### src/rtl/sel_arbiter_4.sv
// Round-robin arbiter sharing one 4-to-1 selector among four requesters.
// Define SEL_ARB_TIMEOUT_EN to compile in the MAX_HOLD preemption counter.
module sel_arbiter_4 #(
    parameter int unsigned MAX_HOLD = 8
) (
    input  logic       CLK,
    input  logic       RST,
    input  logic [3:0] REQ,
    output logic [3:0] GNT,
    output logic [1:0] SEL,
    output logic       VALID
);

    localparam int unsigned N_REQ  = 4;
    localparam int unsigned IDX_W  = 2;

    if (MAX_HOLD < 2 || MAX_HOLD > 255) begin : g_bad_max_hold
        $error("sel_arbiter_4: MAX_HOLD must be in 2..255");
    end

    typedef enum logic {IDLE, BUSY} state_t;

    state_t             state;
    logic [IDX_W-1:0]   last;
    logic [IDX_W-1:0]   win;
    logic [IDX_W-1:0]   idx;
    logic               found;
    logic               any_req;
    logic               holder_req;
    logic               expire;

`ifdef SEL_ARB_TIMEOUT_EN
    localparam int unsigned HCNT_W = 8;
    localparam logic [HCNT_W-1:0] HOLD_LAST = HCNT_W'(MAX_HOLD - 1);

    logic [HCNT_W-1:0]  hcnt;
`endif

    // Search LAST+1, LAST+2, LAST+3, LAST; the holder (== LAST) is always searched last.
    always_comb begin
        win   = last;
        idx   = last;
        found = 1'b0;
        for (int k = 1; k <= N_REQ; k++) begin
            idx = IDX_W'(last + IDX_W'(k));
            if (!found && REQ[idx]) begin
                win   = idx;
                found = 1'b1;
            end
        end
    end

    assign any_req    = |REQ;
    assign holder_req = REQ[SEL];

`ifdef SEL_ARB_TIMEOUT_EN
    assign expire = (hcnt == HOLD_LAST) && holder_req && (|(REQ & ~GNT));
`else
    assign expire = 1'b0;
`endif

    always_ff @(posedge CLK or posedge RST) begin
        if (RST) begin
            state <= IDLE;
            last  <= IDX_W'(N_REQ - 1);
            GNT   <= '0;
            SEL   <= '0;
            VALID <= 1'b0;
`ifdef SEL_ARB_TIMEOUT_EN
            hcnt  <= '0;
`endif
        end else begin
            unique case (state)
                IDLE: begin
                    if (any_req) begin
                        state <= BUSY;
                        last  <= win;
                        GNT   <= 4'b0001 << win;
                        SEL   <= win;
                        VALID <= 1'b1;
`ifdef SEL_ARB_TIMEOUT_EN
                        hcnt  <= '0;
`endif
                    end
                end
                BUSY: begin
                    // Release takes precedence over expiry; both re-arbitrate the same way.
                    if ((!holder_req && any_req) || expire) begin
                        last  <= win;
                        GNT   <= 4'b0001 << win;
                        SEL   <= win;
                        VALID <= 1'b1;
`ifdef SEL_ARB_TIMEOUT_EN
                        hcnt  <= '0;
`endif
                    end else if (!holder_req) begin
                        state <= IDLE;
                        GNT   <= '0;
                        VALID <= 1'b0;
`ifdef SEL_ARB_TIMEOUT_EN
                        hcnt  <= '0;
`endif
                    end else begin
`ifdef SEL_ARB_TIMEOUT_EN
                        if (hcnt != HOLD_LAST) begin
                            hcnt <= hcnt + HCNT_W'(1);
                        end
`endif
                    end
                end
                default: begin
                    state <= IDLE;
                    GNT   <= '0;
                    VALID <= 1'b0;
                end
            endcase
        end
    end

endmodule
### config.mk
export PLATFORM = sky130hd
export DESIGN_NAME = sel_arbiter_4
export DESIGN_NICKNAME = d
export VERILOG_FILES = /design/src/rtl/sel_arbiter_4.sv
export SDC_FILE = /design/constraint.sdc
export NUM_CORES = 1
export LEC_CHECK = 0
export ABC_AREA = 1
export BUFFER_PORTS_ARGS = -buffer_cell sky130_fd_sc_hd__buf_2
export CAP_MARGIN = 40
export CORE_MARGIN = 2
export CORE_UTILIZATION = 56
export CTS_BUF_LIST = sky130_fd_sc_hd__clkbuf_4 sky130_fd_sc_hd__clkbuf_8
export DETAILED_ROUTE_END_ITERATION = 12
export PLACE_DENSITY = 0.79
export SYNTH_ARGS = -nofsm -noshare
export SYNTH_HDL_FRONTEND = slang
export SYNTH_SLANG_ARGS = --single-unit
### constraint.sdc
create_clock -name CLK -period 2 [get_ports CLK]
set_input_delay 0.4 -clock CLK [delete_from_list [all_inputs] [get_ports CLK]]
set_output_delay 0.4 -clock CLK [all_outputs]
set_load 0.02 [all_outputs]
==> results of run 1 <==
-- power groups by stage --
stage	combinational, mW	clock [mW]	sequential [mW]
floorplan	0.895	0	0.419
global placement	1.08	0	0.396
detailed placement	1.11	0	0.400
CTS	1.12	0.139	0.397
global route	1.26	0.148	0.414
finish	1.11	0.137	0.396
-- registers in the layout (all words and copies together) (netlist names) --
| signal | cells |
|---|---|
| GNT | 4 |
| last | 2 |
| state | 1 |
| SEL | 2 |
| VALID | 1 |
-- per-stage QoR --
step,setup WS (ps),cells,utilization (%)
after floorplan,479.5,112,-
after global placement,313.4,138,63.49
after detailed placement,269.4,138,63.49
after CTS,261.1,141,65.24
after global routing,95.42,141,65.24
final,260.4,141,65.24
-- routing by layer --
metal  part of all wire, %  vias up  wire length [µm]  track usage (%)
met5                     0        -                 0                0
met4                   3.2        0                51            12.50
met1                    41      331               651            31.67
met2                    48       34               757            40.48
met3                   7.9        6               126            8.152
li1                      -      378                 -                -
-- critical path: cells and delay by family, from the launching register on --
kind | cells | cell delay [ps]
AO/OA/AOI/OAI | 1 | 160
buffers and inverters | 1 | 100
flip-flops | 1 | 680
AND/OR/NAND/NOR | 9 | 680
-- kinds of logic after synthesis --
logic type,share of synthesized area [%]
AND/OR/NAND/NOR,53.23
buffers and inverters,9.617
flip-flops,33.50
AO/OA/AOI/OAI,3.648
-- cell usage in the layout, fill, tap and decap left out, drive strengths merged --
cell type,synthesis,routed
nand2,68,68
nand3,13,13
buf,1,13
dfrtp,8,8
inv,6,6
nor2,5,5
clkbuf,1,3
o21ai,3,3
clkinv,3,3
dfstp,2,2
a21oi,1,1
o211ai,1,1
-- path summary, 6_finish.rpt --
path,startpoint,end,slack [ps],cells after the start
max,last[0]$_DFFE_PP1P_,GNT[2]$_DFFE_PP0P_,260,11
min in group CLK,REQ[3],state$_DFF_PP0_,420,3
min,RST,SEL[1]$_DFFE_PP0P_,100,2
min reg2reg,VALID$_DFFE_PP0P_,VALID$_DFFE_PP0P_,490,2
max reg2reg,last[0]$_DFFE_PP1P_,GNT[2]$_DFFE_PP0P_,260,11
max in group asynchronous,RST,last[0]$_DFFE_PP1P_,1590,2
-- synthesized netlist by cell type, drive strengths merged --
cell	instances
nand2	68
nand3	13
dfrtp	8
inv	6
nor2	5
clkinv	3
o21ai	3
dfstp	2
a21oi	1
buf	1
clkbuf	1
o211ai	1
-- layout make-up --
| type | count | area, µm² | area share, % |
|---|---|---|---|
| clock buffers | 3 | 22.52 | 2.687 |
| inverters | 9 | 47.55 | 5.672 |
| multi-input cells | 91 | 429.2 | 51.19 |
| flip-flops and latches | 10 | 252.7 | 30.15 |
| well taps | 15 | 18.77 | 2.239 |
| repair buffers | 13 | 67.56 | 8.060 |
==> metrics.yaml, run 1 <==
route:
  drc: 0
  first_pass_iters: 4
  initialDrtViolationCount: 21
  vias_per_cell: 5.312
  via_count: 749
  routedWlPerCell_um: 11.26
  ant_nets: 0
  routed_wl_mm: 1.587
logic_synthesis:
  netlist_top_cells_area: "nand2_1 28%, dfrtp_1 27%, nand3_1 8.0%"
  synth_cell_type_count: 20
  synth_top_area_share_pct: 27.86
  syn_inst: 112
  yosysWarnings: 0
  synth_seq_area_share_pct: 33.50
  avgSynthCellArea_um2: 6.736
  synth_seq_cells: 10
  syn_nets: 118
  syn_area_um2: 754.5
  synth.largest_area_cell: "nand2_1"
finish:
  final_cell_area_um2: 838.3
  drive_above_1_share_pct: 28.57
  finalNetCount: 134
  n_antenna_cell: 0
  synthToLayoutAreaGrowth_pct: 11.11
  nFillCells: 125
clocking:
  cts-root-buf: "clkbuf_4"
  cts.sinks: 10
  postCtsHoldBufs: 0
  cts_resized: 0
  h-tree-depth: 1
  postCtsSetupRepairBufs: 0
  numCtsBuffers: 3
  cts_tree: "yes"
  clock_latency_ps: 260
  path_clk_slew_ps: 70
  clock_path_buffers: 2
critical_path:
  cpMaxStageDelayCell: "dfstp_2"
  path_cells: "clkinv_8 > nand2_1 > nand2_2 > nand2_4 > nand2_4 > o21ai_1 > nand2_1 > nand2_1 > nand2_2 > nand2_1 > nand2_1"
  cp-start-kind: "flop"
  cpMostUsedCell: "nand2_1"
  critPathRequiredTime_ps: 2150
  critPathMaxStageDelay_ps: 680
  worstPathArrival_ps: 1890
  worstSetupEndpointType: "flop"
  path_class: "flop to flop"
  crit_path_max_fanout: 10
power:
  p_per_area_nw_per_um2: 1964
  p_int_uw: 738.8
  swShare_pct: 55.13
  power.share.clock_pct: 8.3
  p_sw_uw: 907.6
  ir_worst_vdd_v: 0.001020
  p_comb_share_pct: 67.7
  total_power_mw: 1.646
  p_leak_nw: 0.4923
  power_frac_seq_pct: 24.1
die:
  die_h_um: 40.71
  floorplan.initialDensity_pct: 58.71
  die_x_um: 40.71
  dieArea_um2: 1657
  ioPinCount: 13
  placementRows: 13
  core_area_um2: 1285
sta:
  hold_ws_ps: 95.82
  hold_violations: 0
  finalSetupViolations: 0
  finalClockSkew_ps: 5.652
  timing.fmax_mhz: 574.8
  period_share_pct: 86.98
  fin_crit_ps: 1740
  setup_tns_ps: 0
  slew_violations: 0
  tightest_slew_ps: 374.8
  slew_headroom_pct: 74.99
  rsz0062_at_grt: "no"
placed_design:
  dp_hpwl_mm: 1.318
  gp_congestion: 0.8801
  io_buffer_count: 12
  place_area_um2: 815.8
run:
  maxCapViolCount: 0
global_routing:
  grt_overflow: 0
  antenna_found_initial: 0
  grt_pass1_wl_mm: 2.739
  grt_pass1_vias: 661
  grt_use_total_pct: 25.80
  grt_max_degree: 11
min_path:
  hold_class: "primary input to asynchronous set/reset pin"
outcome:
  outcome: "completed"
Power figures use the tool's default switching activity.
==> inputs of run 2 (changes only) <==
BUFFER_PORTS_ARGS = unset   (was -buffer_cell sky130_fd_sc_hd__buf_2)
CORE_AREA = 4 4 41 43   (was unset)
CORE_MARGIN = unset   (was 2)
CORE_UTILIZATION = unset   (was 56)
DIE_AREA = 0 0 45 47   (was unset)
DONT_BUFFER_PORTS = 1   (was unset)
PLACE_DENSITY = 0.78   (was 0.79)
==> run 2 against run 1 <==
Worst hold slack improved by 180 ps. Critical endpoint is now GNT[3]$_DFFE_PP0P_. Highest routed layer unchanged. Critical path type unchanged. Largest power group unchanged. Sequential power increased by 18%. Die area increased by 28%. Final cell count decreased by 7.1%.
==> metrics.yaml, run 2 (synthesis gave the netlist of run 1 again) <==
outcome:
  outcome: "completed"
power:
  p_leak_nw: 0.4515  # -8.3%
  ir_worst_vdd_v: 0.001105  # +8.3%
  p_per_area_nw_per_um2: 2042  # +4.0%
clocking:
  cts-root-buf: "clkbuf_4"
  path_clk_slew_ps: 60  # about the same
  cts.sinks: 10  # unchanged
  clock_latency_ps: 270  # about the same
  cts_resized: 0  # unchanged
  postCtsSetupRepairBufs: 0  # unchanged
  h-tree-depth: 1  # unchanged
  clock_path_buffers: 2  # unchanged
  cts_tree: "yes"
  numCtsBuffers: 3  # unchanged
critical_path:
  path_cells: "nand2_1 > nand2_2 > nand2_4 > nand2_4 > clkinv_2 > nand3_4 > clkinv_1 > nand2_1 > nand2_2 > nand2_1 > nand2_1"
  r2r-end: "GNT[3]$_DFFE_PP0P_"
  path_class: "flop to flop"
  reg2regPathDepth: 11  # unchanged
  worstPathArrival_ps: 1920  # +30 ps
  cp-start-kind: "flop"
  cpMaxStageDelayCell: "dfstp_2"
  crit_path_max_fanout: 10  # unchanged
  cpLargestDelayFamily: "simple AND/OR/NAND/NOR gates"
  critPathRequiredTime_ps: 2160  # about the same
  path_buf_inv: 2  # +1
  cpMostUsedCell: "nand2_1"
  worstSetupEndpointType: "flop"
  r2r_start: "last[0]$_DFFE_PP1P_"
  ff2ff_setup_slack_ps: 240  # -20 ps
  critPathMaxStageDelay_ps: 680  # about the same
finish:
  final_common_cell: "nand2_1"
  drive_above_1_share_pct: 21.55  # -7.0 points
  final_cell_area_um2: 802.0  # -4.3%
  nFillCells: 120  # -4.0%
  final_cell_mix: "56 x nand2_1, 12 x nand3_1, 9 x nand2_2"
  largest-register: "GNT"
  largest_reg_flops: 4  # unchanged
  largestRegisters: "GNT x4, SEL x2, last x2"
  n_antenna_cell: 0  # unchanged
  finalNetCount: 123  # -8.2%
  synthToLayoutAreaGrowth_pct: 6.302
sta:
  hold_violations: 0  # unchanged
  period_share_pct: 87.80  # +0.82 points
  slew_violations: 0  # unchanged
  tightest_slew_ps: 365.4  # -9.328 ps
  setup_tns_ps: 0  # unchanged
  final.setup.worst_slack_ps: 244.1  # -16.32 ps
  hold_ws_ps: 272.0  # +176.2 ps
  slew_headroom_pct: 75.61  # +0.62 points
  timing.fmax_mhz: 569.5  # -0.93%
  finalSetupViolations: 0  # unchanged
  rsz0062_at_grt: "no"
  finalClockSkew_ps: 3.986  # -1.666 ps
  fin_crit_ps: 1756  # +16.32 ps
route:
  initialDrtViolationCount: 40  # +90%
  vias_per_cell: 5.313  # about the same
  routed_wl_mm: 1.515  # -4.5%
  ant_nets: 0  # unchanged
  routedWlPerCell_um: 11.56  # +2.8%
  via_count: 696  # -7.1%
  drc: 0  # unchanged
  first_pass_iters: 4  # unchanged
run:
  maxCapViolCount: 0  # unchanged
die:
  placementRows: 13  # unchanged
  dieArea_um2: 2115  # +28%
  floorplan.initialDensity_pct: 57.98  # -0.73 points
  core_area_um2: 1301  # +1.3%
  die_x_um: 45  # +11%
  ioPinCount: 13  # unchanged
  die_h_um: 47  # +15%
placed_design:
  post-place-ws_ps: 252.5  # -16.90 ps
  dp_hpwl_mm: 1.175  # -11%
  place_area_um2: 755.7  # -7.4%
  io_buffer_count: 0  # -12
  gp_congestion: 0.8089  # -8.1%
global_routing:
  grt_max_degree: 11  # unchanged
  grt_overflow: 0  # unchanged
  grt_pass1_wl_mm: 2.525  # -7.8%
  grt_use_total_pct: 16.91  # -8.9 points
  grt_pass1_vias: 586  # -11%
  antenna_found_initial: 0  # unchanged
min_path:
  min_path_cells: 2
  min_from: "REQ[3]"
  hold_class: "primary input to flop"
  worstHoldEndpoint: "state$_DFF_PP0_"
[run 2: worst max-delay path by stage]
| stage | startpoint | cells after the start | end |
|---|---|---|---|
| after floorplan | last[0]$_DFFE_PP1P_ | 12 | GNT[2]$_DFFE_PP0P_ |
| after global placement | last[0]$_DFFE_PP1P_ | 11 | GNT[2]$_DFFE_PP0P_ |
| after detailed placement | last[0]$_DFFE_PP1P_ | 11 | GNT[3]$_DFFE_PP0P_ |
| after CTS | last[0]$_DFFE_PP1P_ | 11 | GNT[3]$_DFFE_PP0P_ |
| after global routing | last[0]$_DFFE_PP1P_ | 11 | GNT[2]$_DFFE_PP0P_ |
| final | last[0]$_DFFE_PP1P_ | 11 | GNT[3]$_DFFE_PP0P_ |
[run 2: stage by stage]
| stage | util [%] | std cells | total power, mW |
|---|---|---|---|
| after floorplan | - | 112 | 1.314 |
| final | 61.63 | 131 | 1.638 |
| after global placement | 58.08 | 126 | 1.432 |
| after CTS | 61.63 | 131 | 1.642 |
| after global routing | 61.63 | 131 | 1.810 |
| after detailed placement | 58.08 | 126 | 1.456 |
[run 2: what timing repair did]
item / 4_1_cts / 5_1_grt
setup endpoints to repair: 0 / 0
hold endpoints to repair: 8 / 0
hold buffers: 1 / 0
[run 2: report_power, final]
part	switching, mW	internal (mW)	leakage (nW)
clock network	0.0696	0.111	0.0210
registers	0.168	0.300	0.119
logic	0.656	0.333	0.312
[run 2: layout make-up]
class	count	area, µm²	share of cell area, %
clock buffers	4	36.28	4.524
inverters	9	47.55	5.928
multi-input cells	91	429.2	53.51
flip-flops and latches	10	252.7	31.51
well taps	15	18.77	2.340
repair buffers	2	17.52	2.184
[run 2: layer usage]
| layer | share of wire [%] | wire (µm) | up-vias | track usage, % |
|---|---|---|---|---|
| li1 | - | - | 355 | - |
| met1 | 46 | 690 | 309 | 22.27 |
| met2 | 47 | 712 | 26 | 25.71 |
| met3 | 4.4 | 67 | 6 | 3.065 |
| met4 | 3.0 | 45 | 0 | 10.53 |
| met5 | 0 | 0 | - | 0 |
==> inputs of run 3 (changes only) <==
==> constraint.sdc (replaced) <==
create_clock -name CLK -period 2 [get_ports CLK]
set_input_delay 0.1 -clock CLK [delete_from_list [all_inputs] [get_ports CLK]]
set_output_delay 0.1 -clock CLK [all_outputs]
set_load 0.02 [all_outputs]
==> run 3 against run 2 <==
Via count is 2.4% higher. Clock power hardly changed. Register-to-register slack hardly changed. Global-route usage is 0.72 points higher. Non-clock buffer count is 3 higher. Final cell count is 2.3% higher. Worst setup slack worse by 16 ps. Count of clock-buffer cells in the layout stayed put. Core utilization is 2.3 points higher. Power is 0.37% higher.
==> metrics.yaml, run 3 (synthesis gave the netlist of run 1 again) <==
outcome:
  outcome: "completed"
critical_path:
  crit_path_max_fanout: 4  # -6
  worstPathArrival_ps: 1920  # about the same
  path_buf_inv: 3  # +1
  critPathMaxStageDelay_ps: 570  # -110 ps
  cpMaxStageDelayCell: "dlygate4sd3_1"
  critPathRequiredTime_ps: 2150  # about the same
  path_cells: "dlygate4sd3_1 > nor2_1 > dlygate4sd3_1 > nand2_1 > dlygate4sd3_1"
  cpLargestDelayFamily: "buffers and inverters"
  cp-start-kind: "primary input"
  worstSetupEndpointType: "flop"
  path_class: "primary input to flop"
  cpMostUsedCell: "dlygate4sd3_1"
finish:
  final_util_pct: 63.94  # +2.3 points
  drive_above_1_share_pct: 21.01  # -0.54 points
  largest_reg_flops: 4  # unchanged
  synthToLayoutAreaGrowth_pct: 10.28
  finalNetCount: 126  # +2.4%
  nFillCells: 116  # -3.3%
  final_cell_mix: "56 x nand2_1, 12 x nand3_1, 9 x nand2_2"
  n_antenna_cell: 0  # unchanged
  final_common_cell: "nand2_1"
  largest-register: "GNT"
  largestRegisters: "GNT x4, SEL x2, last x2"
sta:
  rsz0062_at_grt: "no"
  period_share_pct: 88.59  # +0.80 points
  finalClockSkew_ps: 2.677  # -1.310 ps
  fin_crit_ps: 1772  # +15.94 ps
  finalSetupViolations: 0  # unchanged
  slew_headroom_pct: 75.21  # -0.40 points
  timing.fmax_mhz: 564.4  # -0.90%
  slew_violations: 0  # unchanged
  hold_violations: 0  # unchanged
  tightest_slew_ps: 371.4  # +5.988 ps
  setup_tns_ps: 0  # unchanged
global_routing:
  grt_use_total_pct: 17.63  # +0.72 points
  grt_max_degree: 11  # unchanged
  grt_pass1_wl_mm: 2.642  # +4.6%
  grt_overflow: 0  # unchanged
  grt_pass1_vias: 616  # +5.1%
  antenna_found_initial: 0  # unchanged
die:
  die_x_um: 45  # unchanged
  placementRows: 13  # unchanged
  floorplan.initialDensity_pct: 57.98  # unchanged
  ioPinCount: 13  # unchanged
  die_h_um: 47  # unchanged
  core_area_um2: 1301  # unchanged
  dieArea_um2: 2115  # unchanged
power:
  p_per_area_nw_per_um2: 1975  # -3.3%
  p_leak_nw: 0.4630  # +2.5%
  total_power_mw: 1.644  # +0.37%
  ir_worst_vdd_v: 0.001112  # +0.60%
placed_design:
  dp_hpwl_mm: 1.175  # unchanged
  io_buffer_count: 0  # unchanged
  gp_congestion: 0.8089  # unchanged
route:
  via_count: 713  # +2.4%
  drc: 0  # unchanged
  routed_wl_mm: 1.577  # +4.1%
  initialDrtViolationCount: 30  # -25%
  vias_per_cell: 5.321  # +0.15%
  first_pass_iters: 4  # unchanged
  ant_nets: 0  # unchanged
  routedWlPerCell_um: 11.77  # +1.8%
clocking:
  h-tree-depth: 1  # unchanged
  clock_path_buffers: 2  # unchanged
  clock_latency_ps: 270  # about the same
  cts-root-buf: "clkbuf_4"
  numCtsBuffers: 3  # unchanged
  cts.sinks: 10  # unchanged
  path_clk_slew_ps: 60  # about the same
  cts_resized: 0  # unchanged
  cts_tree: "yes"
min_path:
  hold_class: "primary input to flop"
run:
  maxCapViolCount: 0  # unchanged
run 3: changes by cell type in the layout (fill, tap and decap cells not counted), sizes merged:
| cell | delta |
|---|---|
| dlygate4sd3 | +3 |
run 3: power breakdown:
part           leakage [nW]  internal [mW]  switching [mW]
clock network        0.0210          0.111          0.0701
registers             0.119          0.300           0.167
logic                 0.323          0.336           0.659
total                 0.463          0.747           0.897
run 3: path summary, 6_finish.rpt:
kind,slack (ps),end,cells past startpoint,from
setup / recovery,230,state$_DFF_PP0_,5,REQ[3]
hold / removal,210,VALID$_DFFE_PP0P_,4,REQ[1]
setup reg to reg,250,GNT[3]$_DFFE_PP0P_,11,last[0]$_DFFE_PP1P_
hold reg to reg,520,last[1]$_DFFE_PP1P_,2,last[1]$_DFFE_PP1P_
max in group asynchronous,1440,last[0]$_DFFE_PP1P_,2,RST
min in group asynchronous,250,SEL[0]$_DFFE_PP0P_,2,RST
run 3: timing repair:
| action | in CTS | in global routing |
|---|---|---|
| hold buffers | 4 | 0 |
| setup buffers | 0 | 0 |
| endpoints found under the hold margin | 11 | 0 |
run 3: worst register-to-register path, cell delays in order, from the launching register on:
cell and delay, ps:
dfstp_2 680, nand2_1 140, nand2_2 120, nand2_4 70, nand2_4 90, clkinv_2 80, nand3_4 90, clkinv_1 90
nand2_1 90, nand2_2 80, nand2_1 80, nand2_1 50
run 3: cell type report:
| type | instances | area, µm² | area share, % |
|---|---|---|---|
| flip-flops and latches | 10 | 252.7 | 30.38 |
| well taps | 15 | 18.77 | 2.256 |
| multi-input cells | 91 | 429.2 | 51.58 |
| repair buffers | 5 | 47.55 | 5.714 |
| clock buffers | 4 | 36.28 | 4.361 |
| inverters | 9 | 47.55 | 5.714 |
run 3: per-stage QoR:
step                      worst slack (ps)  instances  hold WS [ps]  instance area [µm²]
after floorplan                      479.5        112        -61.25                754.5
after global placement               295.9        126        -29.18                755.7
after detailed placement             252.5        126        -18.80                755.7
after CTS                            240.6        134         201.0                832.0
after global routing                 108.0        134         257.5                832.0
final                                228.1        134         212.4                832.0
run 3: layer usage:
metal | GRT usage [%] | wire length [µm]
met1 | 22.99 | 720
met2 | 27.40 | 742
met3 | 3.065 | 76
met4 | 10.53 | 38
met5 | 0 | 0
